==> src/rtl/pdp8_defs.sv <==
//------------------------------------------------------------------------------
// Module : pdp8_defs
// Brief  : Shared PDP-8 IOT bus definitions: phases, opcodes, internal sub-ops.
// Rev    : 1.0
//------------------------------------------------------------------------------
`default_nettype none

package pdp8_defs;

   localparam logic [1:0] PH_F0 = 2'd0;
   localparam logic [1:0] PH_F1 = 2'd1;
   localparam logic [1:0] PH_F2 = 2'd2;
   localparam logic [1:0] PH_F3 = 2'd3;

   localparam logic [2:0] IOT_OP = 3'o6;

   localparam logic [2:0] OP_SKON = 3'd0;
   localparam logic [2:0] OP_ION  = 3'd1;
   localparam logic [2:0] OP_IOF  = 3'd2;
   localparam logic [2:0] OP_CAF  = 3'd7;

   localparam logic [5:0] CPU_DEV_DFLT = 6'o00;

   localparam logic [0:0] FSM_IDLE = 1'b0;
   localparam logic [0:0] FSM_EXEC = 1'b1;

   typedef struct packed {
      logic skon;
      logic ion;
      logic iof;
      logic caf;
   } int_op_t;

   // Sub-ops 3..6 decode to all-zero, i.e. a no-op that never skips.
   function automatic int_op_t decode_int_op(input logic [2:0] sub);
      int_op_t o;
      o = '0;
      case (sub)
         OP_SKON: o.skon = 1'b1;
         OP_ION:  o.ion  = 1'b1;
         OP_IOF:  o.iof  = 1'b1;
         OP_CAF:  o.caf  = 1'b1;
         default: o = '0;
      endcase
      return o;
   endfunction

endpackage

`default_nettype wire

==> src/rtl/pdp8_int_ctl.sv <==
//------------------------------------------------------------------------------
// Module : pdp8_int_ctl
// Brief  : Interrupt enable with one-instruction ION delay, request and ack.
// Rev    : 1.0
//------------------------------------------------------------------------------
`default_nettype none

module pdp8_int_ctl
   import pdp8_defs::*;
(
   input  logic    clk,
   input  logic    reset,
   input  logic    instr_done,
   input  logic    int_ack,
   input  logic    io_interrupt,
   input  logic    act,
   input  int_op_t op,
   output logic    ion,
   output logic    int_req
);

   logic ion_q,     ion_d;
   logic ion_dly_q, ion_dly_d;
   logic int_req_q, int_req_d;

   always_ff @(posedge clk) begin
      if (reset) begin
         ion_q     <= 1'b0;
         ion_dly_q <= 1'b0;
         int_req_q <= 1'b0;
      end else begin
         ion_q     <= ion_d;
         ion_dly_q <= ion_dly_d;
         int_req_q <= int_req_d;
      end
   end

   // Later assignments take priority: IOT action over the delayed enable,
   // and int_ack over everything.
   always_comb begin
      ion_d     = ion_q;
      ion_dly_d = ion_dly_q;
      if (instr_done && ion_dly_q) begin
         ion_d     = 1'b1;
         ion_dly_d = 1'b0;
      end
      if (act) begin
         if (op.ion)
            ion_dly_d = 1'b1;
         if (op.skon || op.iof || op.caf)
            ion_d = 1'b0;
         if (op.iof || op.caf)
            ion_dly_d = 1'b0;
      end
      if (int_ack) begin
         ion_d     = 1'b0;
         ion_dly_d = 1'b0;
      end
      int_req_d = ion_q & ~ion_dly_q & io_interrupt & ~int_ack;
   end

   assign ion     = ion_q;
   assign int_req = int_req_q;

endmodule

`default_nettype wire

==> src/rtl/pdp8_iot_ctl.sv <==
//------------------------------------------------------------------------------
// Module : pdp8_iot_ctl
// Brief  : CPU-side IOT bus initiator: F0..F3 phasing, bus drive, device-00 IOTs.
// Rev    : 1.0
//------------------------------------------------------------------------------
`default_nettype none

module pdp8_iot_ctl
   import pdp8_defs::*;
#(
   parameter logic [5:0] CPU_DEV  = CPU_DEV_DFLT,
   parameter bit         ILL_FLAG = 1'b1
) (
   input  logic        clk,
   input  logic        reset,
   input  logic        iot_req,
   input  logic [11:0] instr,
   input  logic        instr_done,
   input  logic        int_ack,
   input  logic        io_selected,
   input  logic        io_skip,
   input  logic        io_interrupt,
   output logic [3:0]  state,
   output logic        iot,
   output logic [11:0] mb,
   output logic [5:0]  io_select,
   output logic        iot_done,
   output logic        skip,
   output logic        iot_nodev,
   output logic        ion,
   output logic        int_req,
   output logic        caf
);

   logic [1:0]  phase_q, phase_d;
   logic [0:0]  fsm_q,   fsm_d;
   logic [11:0] instr_q, instr_d;
   logic        ext_q,   ext_d;
   logic        sel_q,   sel_d;
   logic        skp_q,   skp_d;
   int_op_t     op_q,    op_d;

   logic        exec;
   logic        int_act;

   always_ff @(posedge clk) begin
      if (reset) begin
         phase_q <= PH_F0;
         fsm_q   <= FSM_IDLE;
         instr_q <= '0;
         ext_q   <= 1'b0;
         sel_q   <= 1'b0;
         skp_q   <= 1'b0;
         op_q    <= '0;
      end else begin
         phase_q <= phase_d;
         fsm_q   <= fsm_d;
         instr_q <= instr_d;
         ext_q   <= ext_d;
         sel_q   <= sel_d;
         skp_q   <= skp_d;
         op_q    <= op_d;
      end
   end

   // The instruction is latched at acceptance so the CPU may drop or change
   // its request once the execution cycle has begun.
   always_comb begin
      phase_d = phase_q + 2'd1;
      fsm_d   = fsm_q;
      instr_d = instr_q;
      ext_d   = ext_q;
      sel_d   = sel_q;
      skp_d   = skp_q;
      op_d    = op_q;
      if (phase_q == PH_F3) begin
         fsm_d = iot_req ? FSM_EXEC : FSM_IDLE;
         if (iot_req) begin
            instr_d = instr;
            ext_d   = (instr[8:3] != CPU_DEV);
         end
      end
      if ((fsm_q == FSM_EXEC) && (phase_q == PH_F1)) begin
         sel_d = io_selected;
         skp_d = io_skip;
         op_d  = ext_q ? '0 : decode_int_op(instr_q[2:0]);
      end
   end

   always_comb begin
      exec      = (fsm_q == FSM_EXEC);
      iot       = exec & ext_q;
      mb        = iot ? instr_q : 12'd0;
      io_select = iot ? instr_q[8:3] : 6'd0;
      iot_done  = exec & (phase_q == PH_F3);
      int_act   = iot_done & ~ext_q;
      skip      = iot_done & (ext_q ? skp_q : (op_q.skon & ion));
      iot_nodev = iot_done & ext_q & ILL_FLAG & ~sel_q;
      caf       = int_act & op_q.caf;
      state     = {2'b00, phase_q};
   end

   pdp8_int_ctl u_int_ctl (
      .clk          (clk),
      .reset        (reset),
      .instr_done   (instr_done),
      .int_ack      (int_ack),
      .io_interrupt (io_interrupt),
      .act          (int_act),
      .op           (op_q),
      .ion          (ion),
      .int_req      (int_req)
   );

endmodule

`default_nettype wire

==> config.mk <==
export PLATFORM = sky130hd
export DESIGN_NAME = pdp8_iot_ctl
export DESIGN_NICKNAME = d
export VERILOG_FILES = /design/src/rtl/pdp8_defs.sv /design/src/rtl/pdp8_int_ctl.sv /design/src/rtl/pdp8_iot_ctl.sv
export SDC_FILE = /design/constraint.sdc
export NUM_CORES = 1
export LEC_CHECK = 0
export CAP_MARGIN = 25
export CORE_ASPECT_RATIO = 0.7
export CORE_MARGIN = 1.5
export CORE_UTILIZATION = 25
export CTS_BUF_LIST = sky130_fd_sc_hd__clkbuf_8
export CTS_CLUSTER_DIAMETER = 100
export DETAILED_ROUTE_END_ITERATION = 7
export PLACE_DENSITY = 0.51
export SLEW_MARGIN = 10
export SYNTH_ARGS = -nofsm -noshare
export SYNTH_HDL_FRONTEND = slang
export SYNTH_SLANG_ARGS = --single-unit
==> constraint.sdc <==
create_clock -name clk -period 1.3 [get_ports clk]
set_clock_uncertainty 0.2 [all_clocks]
set_input_delay 0.325 -clock clk [delete_from_list [all_inputs] [get_ports clk]]
set_output_delay 0.325 -clock clk [all_outputs]
set_load 0.005 [all_outputs]
Word-level counts from Yosys, hierarchy flattened
Cells that the tools add are included.
Word-level totals
  flip-flop bits (word level): 25
  logic and storage cells: 59
  bits of input ports: 20
Operators by class
  mux-type cells: 16
  reductions and logical operators: 9
  add/subtract/negate cells: 1
  eq/ne operators: 5
  bitwise operators: 15
Operators with widths (number)
  two-way mux 1 bit: 13
  two-way mux 12 bit: 1
  AND 1 bit: 11
  two-way mux 6 bit: 1
  nonzero test 6 bit: 1
  two-way mux 4 bit: 1
  NOT 1 bit: 4
  == test 3 x 1 -> 1 bit (second input constant): 1
  == test 3 x 2 -> 1 bit (second input constant): 1
  == test 3 bit (second input constant): 1
  logical NOT 3 bit: 1
  logical OR 1 bit: 3
  adder 2 x 1 -> 2 bit (second input constant): 1
  == test 2 x 1 -> 1 bit (second input constant): 1
  == test 2 bit (second input constant): 1
  logical AND 1 bit: 2
  AND reduction 2 bit: 1
  OR reduction 2 bit: 1

Longest topological paths before layout
Gate-level depths: netlist of the first run.
  depth after elaboration: 5
  gate-level depth with buffers: 5
  mapped depth without buffers: 5

Modules after synthesis
Synthesis of the first run repeated with hierarchy kept, for this count alone.
Unflattened totals
  cell total of the unflattened synthesis: 145
  area, all modules: 1277.5 µm²
By module, submodules not included
  pdp8_iot_ctl: sequential area each 440.4 µm², cells an instance 133, times used 1, area an instance 1154.9 µm²
  pdp8_int_ctl: sequential area each 60.1 µm², cells an instance 12, times used 1, area an instance 122.6 µm²

Least setup slack after synthesis of the first run
No wires, ideal clock.
  kind: register to output
  start point: register fsm_q, in the netlist exec
  end point: output port mb[3]
  stages on the path, launching flop included: 5
  slack: -0.205 ns
  arrival: 0.980 ns
  path through: dfxtp_1 > clkbuf_2 > buf_2 > and3_1 > buf_4
On the way
  longest elaborated chain between the ends: 2
RTL lines
  start: declaration: line pdp8_iot_ctl.sv:36  | logic [0:0] fsm_q, fsm_d;
  start signal: assignment: line pdp8_iot_ctl.sv:57  | fsm_q <= fsm_d;
  AND 1 bit: line pdp8_iot_ctl.sv:92  | iot = exec & ext_q;
  two-way mux 12 bit: line pdp8_iot_ctl.sv:93  | mb = iot ? instr_q : 12'd0;
  end: declaration: line pdp8_iot_ctl.sv:25  | output logic [11:0] mb,
No other way between the ends.

Worst setup path in the final report of the first run
  start point: register phase_q[0]
  end point: output port caf
On the way
  longest elaborated chain between the ends: 4
RTL lines
  start: declaration: line pdp8_iot_ctl.sv:35  | logic [1:0] phase_q, phase_d;
  start signal: assignment: line pdp8_iot_ctl.sv:56  | phase_q <= phase_d;
  == test 2 bit: line pdp8_iot_ctl.sv:95  | iot_done = exec & (phase_q == PH_F3);
  AND 1 bit: line pdp8_iot_ctl.sv:95
  AND 1 bit: line pdp8_iot_ctl.sv:96  | int_act = iot_done & ~ext_q;
  AND 1 bit: line pdp8_iot_ctl.sv:99  | caf = int_act & op_q.caf;
  end: declaration: line pdp8_iot_ctl.sv:32  | output logic caf
No other way between the ends.

==> results.toml, run 1 <==
[routing]
ant_nets = 0
drc_errors = 0
wl_um = 3970
drt_iter0_markers = 42
first_pass_iters = 4
via_count = 1325
avgRoutedWirePerCell_um = 14.2
avgViaCountPerCell = 4.75

[clock_network]
cts_made_buffers = 3
cts_buffer_depth = 2
cts_tree = "done"
root_buffer = "clkbuf_8"
clk_latency_ns = 0.28
cts.clk_slew.worst_paths_ns = 0.09
cts_htree_levels = 1
clock-sinks = 25

[global_routing]
grt_max_degree = 23
grt_pass1_vias = 1298
grt_pass1_wl_um = 6220
gr-total-overflow = 0
antenna_found_initial = 0
grt_usage = 0.164

[setup_path]
critPathMaxFanout = 2
cp.arrival_ns = 1.23
criticalPathCategory = "flip-flop to primary output"
cpLargestDelayFamily = "flip-flops"
required_ns = 0.77
rr_startpoint = "ext_q$_SDFFE_PP0P_"
slowest_stage = "dfxtp_4"
startpoint = "phase_q[0]$_SDFF_PP0_"
reg2reg_slack_ns = -0.23
crit_buf_inv = 1
reg2reg_depth = 5
cp_cell_sequence = "ha_4 > and3b_2 > and2_4 > buf_6"
start_kind = "flip-flop"
setup.worst_path.end = "caf"
rr_endpoint = "op_q[3]$_SDFFE_PP0P_"
max_stage_delay_ns = 0.36
path_depth = 4
end_kind = "primary output"

[placement]
gp_congestion = 0.742
placed_cell_area_um2 = 1900
hpwl_um = 2450
io_buffers = 46

[sta]
timing.fmax_mhz = 570
slew_violations = 0
final.setup.worst_slack_ns = -0.453
fin_crit_ns = 1.75
setup_viol_count_final = 46
period_share = 1.35
finalHoldViolations = 0
rsz0062_at_grt = "yes"
whs_ns = 0.103

[synth]
syn_avg_cell_area_um2 = 7.98
syn_area_um2 = 1150
yosysWarnings = 0
synthArstFlopShare = 0
ys_types = 32
ys_dominant_reg_cell = "dfxtp_1"
synthCells = 144
synth_top_area_frac = 0.436
yosysSeqAreaShare = 0.436
synth_edf_count = 0
synth_commonest_cells = "34 x nand2_1, 25 x dfxtp_1, 22 x a21oi_1"
synth_top_area_cell = "dfxtp_1"
yosysMostFrequentCell = "nand2_1"
ys_ff_latch = 25
synth.area.top_cells = "dfxtp_1 44%, nand2_1 11%, a21oi_1 9.6%"

[layout]
final_area_um2 = 2470
final_layout_size_suffix_gt1_frac = 0.728
diodes = 0
seqCellArea_um2 = 518
multi_input_area_um2 = 910
syn2layout_area_growth_pct = 115
fill_cells = 371
final_nets = 247

[outcome]
status = "finished with violations"
violations = "negative setup slack"

[job]
max-cap-violations = 0

[die]
fp.dieArea_um2 = 5020
die_h_um = 59.7
pin_count = 49
num_rows = 20
core_area_um2 = 4380
start_util = 0.262
dieWidth_um = 84.0

[power_and_ir_drop]
p_sw_frac = 0.258
power_leakage_nw = 1.00
ir_drop_mv = 0.329
clkPwrFrac = 0.305
p_switching_mw = 0.405
internal_power_mw = 1.17
p_per_area_nw_per_um2 = 637
comb_power_share = 0.189
power_frac_seq = 0.505

[hold_path]
hold_path.class = "input pin to flip-flop"
final cells by class:
cell class                 instances  area share
multi-input combinational        102       0.368
sequential                        25       0.210
inverter                           2     0.00405
clock inverter                     1     0.00253
tap                               55      0.0279
clock buffer                       3      0.0167
timing repair buffer              91       0.371
repair_timing:
item,4_1_cts,5_1_grt
pin swaps,50,32
resized for setup,210,48
buffers inserted,14,7
hold buffers,0,0
gates cloned,2,0
endpoints found under the setup margin,49,48
hold endpoints to repair,0,0
logic make-up (layout without fill, tap and decap cells):
| group | Yosys count | count (layout) | share of synthesized area |
|---|---|---|---|
| AND/OR/NAND/NOR | 73 | 74 | 0.333 |
| flip-flops | 25 | 25 | 0.436 |
| AO/OA/AOI/OAI | 24 | 24 | 0.113 |
| buffers and inverters | 19 | 97 | 0.0926 |
| adder cells (fa/ha/maj) | 2 | 2 | 0.0218 |
| other | 1 | 2 | 0.00326 |
routing by layer:
layer,part of all wire,track usage,routed length (um),vias up
met3,0.052,0.0345,207,5
li1,-,-,-,647
met1,0.45,0.209,1800,634
met2,0.48,0.279,1900,39
met5,0,0,0,-
met4,0.015,0.0632,58,0
power by group through the flow:
stage | Clock [mW] | Sequential [mW] | Combinational, mW
2_1_floorplan | 0 | 0.814 | 0.0754
3_3_place_gp | 0 | 0.813 | 0.197
3_5_place_dp | 0 | 0.814 | 0.201
4_1_cts | 0.499 | 0.793 | 0.262
5_1_grt | 0.533 | 0.797 | 0.318
6_report | 0.480 | 0.795 | 0.298
placed cells by master (no fill, tap or decap), types with 2 or more instances in the layout:
master / count
clkdlybuf4s15_1: 2
a21oi_2: 20
and3_4: 11
nand3_1: 2
nand2_4: 8
a21oi_1: 2
inv_4: 2
nand2_2: 19
nor4_1: 2
nand2_1: 7
clkdlybuf4s50_1: 14
dfxtp_1: 17
buf_12: 3
and2_4: 4
buf_2: 6
buf_4: 20
nand3_2: 2
dfxtp_4: 3
nor4b_4: 2
clkbuf_8: 3
nor2_1: 2
buf_6: 42
ha_4: 2
conb_1: 2
dfxtp_2: 5
registers in the layout (all words and copies together), names as in the netlist:
signal / count
instr_q: 12
op_q: 4
phase_q: 2
exec: 1
ext_q: 1
sel_q: 1
skp_q: 1
u_int_ctl.int_req: 1
u_int_ctl.ion: 1
u_int_ctl.ion_dly_q: 1
worst min-delay path, stage by stage:
cell,delay [ns]
buf_2,0.11
nand2_2,0.06
a21oi_2,0.05
worst min-delay path by stage:
stage	start	end	slack [ns]	cells past startpoint
2_1_floorplan	int_ack	u_int_ctl.ion_dly_q$_SDFF_PP0_	0.20	1
3_3_place_gp	u_int_ctl.ion_dly_q$_SDFF_PP0_	u_int_ctl.int_req$_SDFF_PP0_	0.23	1
3_5_place_dp	u_int_ctl.ion_dly_q$_SDFF_PP0_	u_int_ctl.int_req$_SDFF_PP0_	0.24	1
4_1_cts	instr[3]	instr_q[3]$_SDFFE_PP0P_	0.10	3
5_1_grt	instr[3]	instr_q[3]$_SDFFE_PP0P_	0.11	3
6_report	instr[3]	instr_q[3]$_SDFFE_PP0P_	0.10	3
stage by stage:
step | util | cells | power, mW | TNS (ns) | worst slack, ns
finish | 0.564 | 279 | 1.57 | -11.15 | -0.453
global route | 0.564 | 279 | 1.65 | -13.32 | -0.491
CTS | 0.523 | 278 | 1.55 | -11.49 | -0.479
detailed placement | 0.433 | 259 | 1.01 | -16.36 | -0.549
global placement | 0.433 | 259 | 1.01 | -16.00 | -0.528
floorplan | - | 145 | 0.889 | -0.564 | -0.0843
Note: power is estimated with default switching activity, not from simulation.
==> run 2: changes to the inputs <==
--- a/config.mk
+++ b/config.mk
@@ -9,11 +9,12 @@
 export CORE_ASPECT_RATIO = 0.7
 export CORE_MARGIN = 1.5
 export CORE_UTILIZATION = 25
-export CTS_BUF_LIST = sky130_fd_sc_hd__clkbuf_8
+export CTS_BUF_LIST = sky130_fd_sc_hd__clkbuf_4 sky130_fd_sc_hd__clkbuf_8 sky130_fd_sc_hd__clkbuf_16
 export CTS_CLUSTER_DIAMETER = 100
 export DETAILED_ROUTE_END_ITERATION = 7
-export PLACE_DENSITY = 0.51
+export PLACE_DENSITY = 0.49
 export SLEW_MARGIN = 10
 export SYNTH_ARGS = -nofsm -noshare
 export SYNTH_HDL_FRONTEND = slang
+export SYNTH_HIERARCHICAL = 1
 export SYNTH_SLANG_ARGS = --single-unit
==> results.toml, run 2 <==
[layout]
top_register = "instr_q"
seqCellArea_um2 = 512
syn2layout_area_growth_pct = 108
final_common_cell = "buf_6"
largest_reg_flops = 12
final_nets = 251
diodes = 0
reg_top3 = "instr_q x12, op_q x4, phase_q x2"
final_layout_size_suffix_gt1_frac = 0.680
multi_input_area_um2 = 975
final_cell_mix = "46 x buf_6, 25 x buf_4, 20 x dfxtp_1, 18 x clkdlybuf4s50_1, 13 x a21oi_2"
fill_cells = 414

[die]
fp.dieArea_um2 = 5550
num_rows = 21
die_h_um = 62.8
pin_count = 49
start_util = 0.263
core_area_um2 = 4860
dieWidth_um = 88.4

[synth]
synthCells = 145
synth_top_area_cell = "dfxtp_1"
syn_area_um2 = 1280
synth_edf_count = 0
synth_commonest_cells = "25 x dfxtp_1, 17 x a21oi_1, 15 x nand3_1"
ys_ff_latch = 25
syn_avg_cell_area_um2 = 8.81
yosysWarnings = 6
synth_top_area_frac = 0.392
ys_dominant_reg_cell = "dfxtp_1"
ys_types = 32
yosysSeqAreaShare = 0.392
yosysMostFrequentCell = "dfxtp_1"
synth.area.top_cells = "dfxtp_1 39%, a21bo_2 11%, a21oi_1 6.7%"
synthArstFlopShare = 0

[setup_path]
critPathMaxFanout = 4
cp.arrival_ns = 1.18
end_kind = "primary output"
criticalPathCategory = "flip-flop to primary output"
required_ns = 0.77
start_kind = "flip-flop"

[clock_network]
postCtsHoldBufs = 0
cts_made_buffers = 3
clock-sinks = 25
cts_htree_levels = 1
cts_buffer_depth = 2
cts.clk_slew.worst_paths_ns = 0.09
root_buffer = "clkbuf_8"
clk_latency_ns = 0.26
cts_tree = "done"

[global_routing]
grt_max_degree = 28
grt_pass1_wl_um = 5840
grt_usage = 0.133
gr-total-overflow = 0
grt_pass1_vias = 1267
antenna_found_initial = 0

[sta]
fin_crit_ns = 1.70
timing.fmax_mhz = 587
period_share = 1.31
finalHoldViolations = 0
slew_violations = 0
finalSetupTns_ns = -13.17
final.setup.worst_slack_ns = -0.405
rsz0062_at_grt = "yes"
setup_viol_count_final = 46

[outcome]
violations = "negative setup slack"
status = "finished with violations"

[routing]
avgViaCountPerCell = 4.58
drc_errors = 0
avgRoutedWirePerCell_um = 14.0
drt_iter0_markers = 27
via_count = 1360
ant_nets = 0
first_pass_iters = 4
wl_um = 4150

[power_and_ir_drop]
p_per_area_nw_per_um2 = 613
power_leakage_nw = 1.07
ir_drop_mv = 0.405

[hold_path]
hold_path.class = "flip-flop to flip-flop"

[placement]
hpwl_um = 2380
dp_slack_ns = -0.583
io_buffers = 46
gp_congestion = 0.783

[job]
max-cap-violations = 0
-- run 2: cell types whose count changed after synthesis, moves of 2 or more --
cell / change
inv_1: +4
a21oi_1: -5
a21bo_2: +14
o32ai_1: +4
nand2_1: -30
buf_2: +3
nand3_1: +11
a211oi_1: +2
-- run 2: what timing repair did --
| action | CTS | global route |
|---|---|---|
| cloned | 1 | 3 |
| gates resized for setup | 175 | 50 |
| buffers inserted | 16 | 13 |
| endpoints found under the setup margin | 49 | 48 |
| pin swaps | 24 | 36 |
-- run 2: worst paths after layout --
check,slack (ns),cells after the start,to,startpoint
worst max-delay path,-0.40,4,iot_nodev,ext_q$_SDFFE_PP0P_
worst min-delay path,0.25,1,u_int_ctl/int_req$_SDFF_PP0_,u_int_ctl/ion_dly_q$_SDFF_PP0_
worst max register to register,-0.29,5,op_q[3]$_SDFFE_PP0P_,ext_q$_SDFFE_PP0P_
worst min register to register,0.25,1,u_int_ctl/int_req$_SDFF_PP0_,u_int_ctl/ion_dly_q$_SDFF_PP0_
-- run 2: worst max-delay path: stages, from the launching register on --
cell	delay, ns
dfxtp_4	0.37
buf_6	0.12
and2_4	0.14
and3b_1	0.17
buf_2	0.12
-- run 2: cells by family (layout without fill, tap and decap cells) --
family / count (synthesis) / count (layout) / synth area share
AO/OA/AOI/OAI: 39 / 39 / 0.233
adder cells (fa/ha/maj): 2 / 2 / 0.0196
buffers and inverters: 27 / 109 / 0.113
flip-flops: 25 / 25 / 0.392
multiplexers: 1 / 1 / 0.00784
other: 1 / 2 / 0.00294
AND/OR/NAND/NOR: 50 / 50 / 0.232
-- run 2: metrics by stage --
step                      utilization  total power [mW]  instance area (um^2)  cells  hold slack [ns]
after CTS                       0.472              1.57                  2290    285            0.252
after floorplan                     -             0.916                  1380    146            0.221
final                           0.546              1.63                  2650    297            0.250
after detailed placement        0.404              1.04                  1970    266            0.236
after global placement          0.404              1.04                  1970    266            0.231
after global routing            0.546              1.71                  2650    297            0.275
-- run 2: report_power, final --
part | switching, mW | internal, mW
Sequential | 0.0145 | 0.780
Clock | 0.245 | 0.214
Combinational | 0.154 | 0.220
-- run 2: layout make-up --
class	instances	share of cell area
timing repair buffer	99	0.380
clock inverter	1	0.00189
clock buffer	3	0.0156
tap	69	0.0325
sequential	25	0.193
inverter	6	0.00943
multi-input combinational	94	0.367
-- run 2: per-layer routing --
metal,global-route usage,up-vias,share of wire
li1,-,670,-
met3,0.0462,4,0.053
met1,0.178,652,0.46
met2,0.213,34,0.48
met5,0,-,0
met4,0.0176,0,0.0072
==> run 3: changes to the inputs <==
--- a/config.mk
+++ b/config.mk
@@ -5,6 +5,7 @@
 export SDC_FILE = /design/constraint.sdc
 export NUM_CORES = 1
 export LEC_CHECK = 0
+export ABC_CLOCK_PERIOD_IN_PS = 1300
 export CAP_MARGIN = 25
 export CORE_ASPECT_RATIO = 0.7
 export CORE_MARGIN = 1.5
@@ -12,7 +13,8 @@
 export CTS_BUF_LIST = sky130_fd_sc_hd__clkbuf_4 sky130_fd_sc_hd__clkbuf_8 sky130_fd_sc_hd__clkbuf_16
 export CTS_CLUSTER_DIAMETER = 100
 export DETAILED_ROUTE_END_ITERATION = 7
-export PLACE_DENSITY = 0.49
+export DONT_BUFFER_PORTS = 1
+export PLACE_DENSITY = 0.37
 export SLEW_MARGIN = 10
 export SYNTH_ARGS = -nofsm -noshare
 export SYNTH_HDL_FRONTEND = slang
==> results.toml, run 3 (synthesized netlist as in run 2, its figures left out) <==
[routing]
drt_iter0_markers = 42
drc_errors = 0
avgViaCountPerCell = 4.77
ant_nets = 0
first_pass_iters = 4
wl_um = 3350
via_count = 1073
avgRoutedWirePerCell_um = 14.9

[layout]
final_common_cell = "dfxtp_1"
final_layout_size_suffix_gt1_frac = 0.545
top_register = "instr_q"
final_nets = 179
diodes = 0
largest_reg_flops = 12
final_cell_mix = "20 x dfxtp_1, 19 x buf_4, 15 x nand3_1, 13 x a21bo_2, 11 x a21oi_1"
syn2layout_area_growth_pct = 36.3
final_cells = 225
reg_top3 = "instr_q x12, op_q x4, phase_q x2"

[global_routing]
grt_max_degree = 28
antenna_found_initial = 0
grt_usage = 0.121
gr-total-overflow = 0
grt_pass1_vias = 1076
grt_pass1_wl_um = 5260

[power_and_ir_drop]
power_leakage_nw = 0.640
ir_drop_mv = 0.290
p_per_area_nw_per_um2 = 828
total_power_mw = 1.44

[die]
fp.dieArea_um2 = 5550
dieWidth_um = 88.4
start_util = 0.263
num_rows = 21
core_area_um2 = 4860
die_h_um = 62.8
pin_count = 49

[setup_path]
required_ns = 0.77
start_kind = "flip-flop"
rr_endpoint = "u_int_ctl/ion$_SDFF_PP0_"
reg2reg_depth = 7
rr_startpoint = "phase_q[1]$_SDFF_PP0_"
setup.worst_path.end = "iot_nodev"
critPathMaxFanout = 6
cp.arrival_ns = 1.04
cp_cell_sequence = "and2_4 > and3b_2"
slowest_stage = "dfxtp_4"
criticalPathCategory = "flip-flop to primary output"
reg2reg_slack_ns = -0.23
end_kind = "primary output"
startpoint = "ext_q$_SDFFE_PP0P_"
max_stage_delay_ns = 0.40

[clock_network]
cts_htree_levels = 1
postCtsHoldBufs = 1
root_buffer = "clkbuf_8"
cts_made_buffers = 3
cts.clk_slew.worst_paths_ns = 0.10
cts_buffer_depth = 2
cts_tree = "done"
clock-sinks = 25
clk_latency_ns = 0.27

[sta]
slew_violations = 0
finalHoldViolations = 22
period_share = 1.20
timing.fmax_mhz = 639
setup_viol_count_final = 46
finalSetupTns_ns = -7.71
rsz0062_at_grt = "yes"
final.setup.worst_slack_ns = -0.265
whs_ns = -0.0952
fin_crit_ns = 1.57

[placement]
io_buffers = 0
place_inst = 213
gp_congestion = 0.711
hpwl_um = 2320

[outcome]
violations = "negative hold slack, negative setup slack"
status = "finished with violations"

[job]
max-cap-violations = 0

[hold_path]
hold_path.class = "input pin to flip-flop"
run 3: changes by cell type in the layout (fill, tap and decap cells not counted), moves of 6 or more:
cell,delta
buf_6,-39
clkdlybuf4s50_1,-18
a21bo_2,+10
a21bo_4,-10
a21oi_1,+7
a21oi_2,-7
nand3_1,+7
buf_4,-6
nand3_2,-6
run 3: worst max-delay path: cells and delay by family (launching register included):
family,cells,cell delay [ns]
DFF,1,0.40
and+or+nand+nor,2,0.36
run 3: layout make-up:
cell class	instances	area (um^2)
fillers	511	3120
clock buffers	3	41.3
multi-input cells	94	838
flip-flops and latches	25	512
repair buffers	27	231
inverters	6	25.0
clock inverters	1	7.51
well taps	69	86.3
run 3: worst min-delay path by stage:
stage | from | to | slack (ns) | cells after the start
final | reset | ext_q$_SDFFE_PP0P_ | -0.1 | 1
after global routing | reset | ext_q$_SDFFE_PP0P_ | -0.11 | 1
after CTS | reset | instr_q[0]$_SDFFE_PP0P_ | -0.11 | 1
after detailed placement | reset | phase_q[0]$_SDFF_PP0_ | 0.19 | 1
after global placement | reset | phase_q[0]$_SDFF_PP0_ | 0.19 | 1
after floorplan | u_int_ctl/ion_dly_q$_SDFF_PP0_ | u_int_ctl/int_req$_SDFF_PP0_ | 0.22 | 1
run 3: stage by stage:
stage,worst slack (ns),area [um^2],utilization
floorplan,-0.0851,1380,-
global placement,-0.0595,1440,0.296
detailed placement,-0.0952,1440,0.296
CTS,-0.282,1630,0.335
global route,-0.311,1740,0.358
finish,-0.265,1740,0.358
run 3: report_power, final:
part           switching (mW)  internal (mW)
Combinational          0.0720         0.0943
Sequential             0.0142          0.780
Clock                   0.264          0.218
Total                   0.350           1.09
run 3: timing repair:
item,4_1_cts,5_1_grt
hold endpoints to repair,23,22
gates resized for setup,22,23
buffers inserted,6,3
pin swaps,7,12
setup endpoints to repair,40,48
run 3: layer usage:
metal | global-route usage | vias up | part of all wire | routed length, um
met5 | 0 | - | 0 | 0
met3 | 0.0449 | 2 | 0.059 | 198
met2 | 0.188 | 26 | 0.46 | 1540
met1 | 0.163 | 520 | 0.48 | 1590
li1 | - | 525 | - | -
met4 | 0.0176 | 0 | 0.0039 | 13
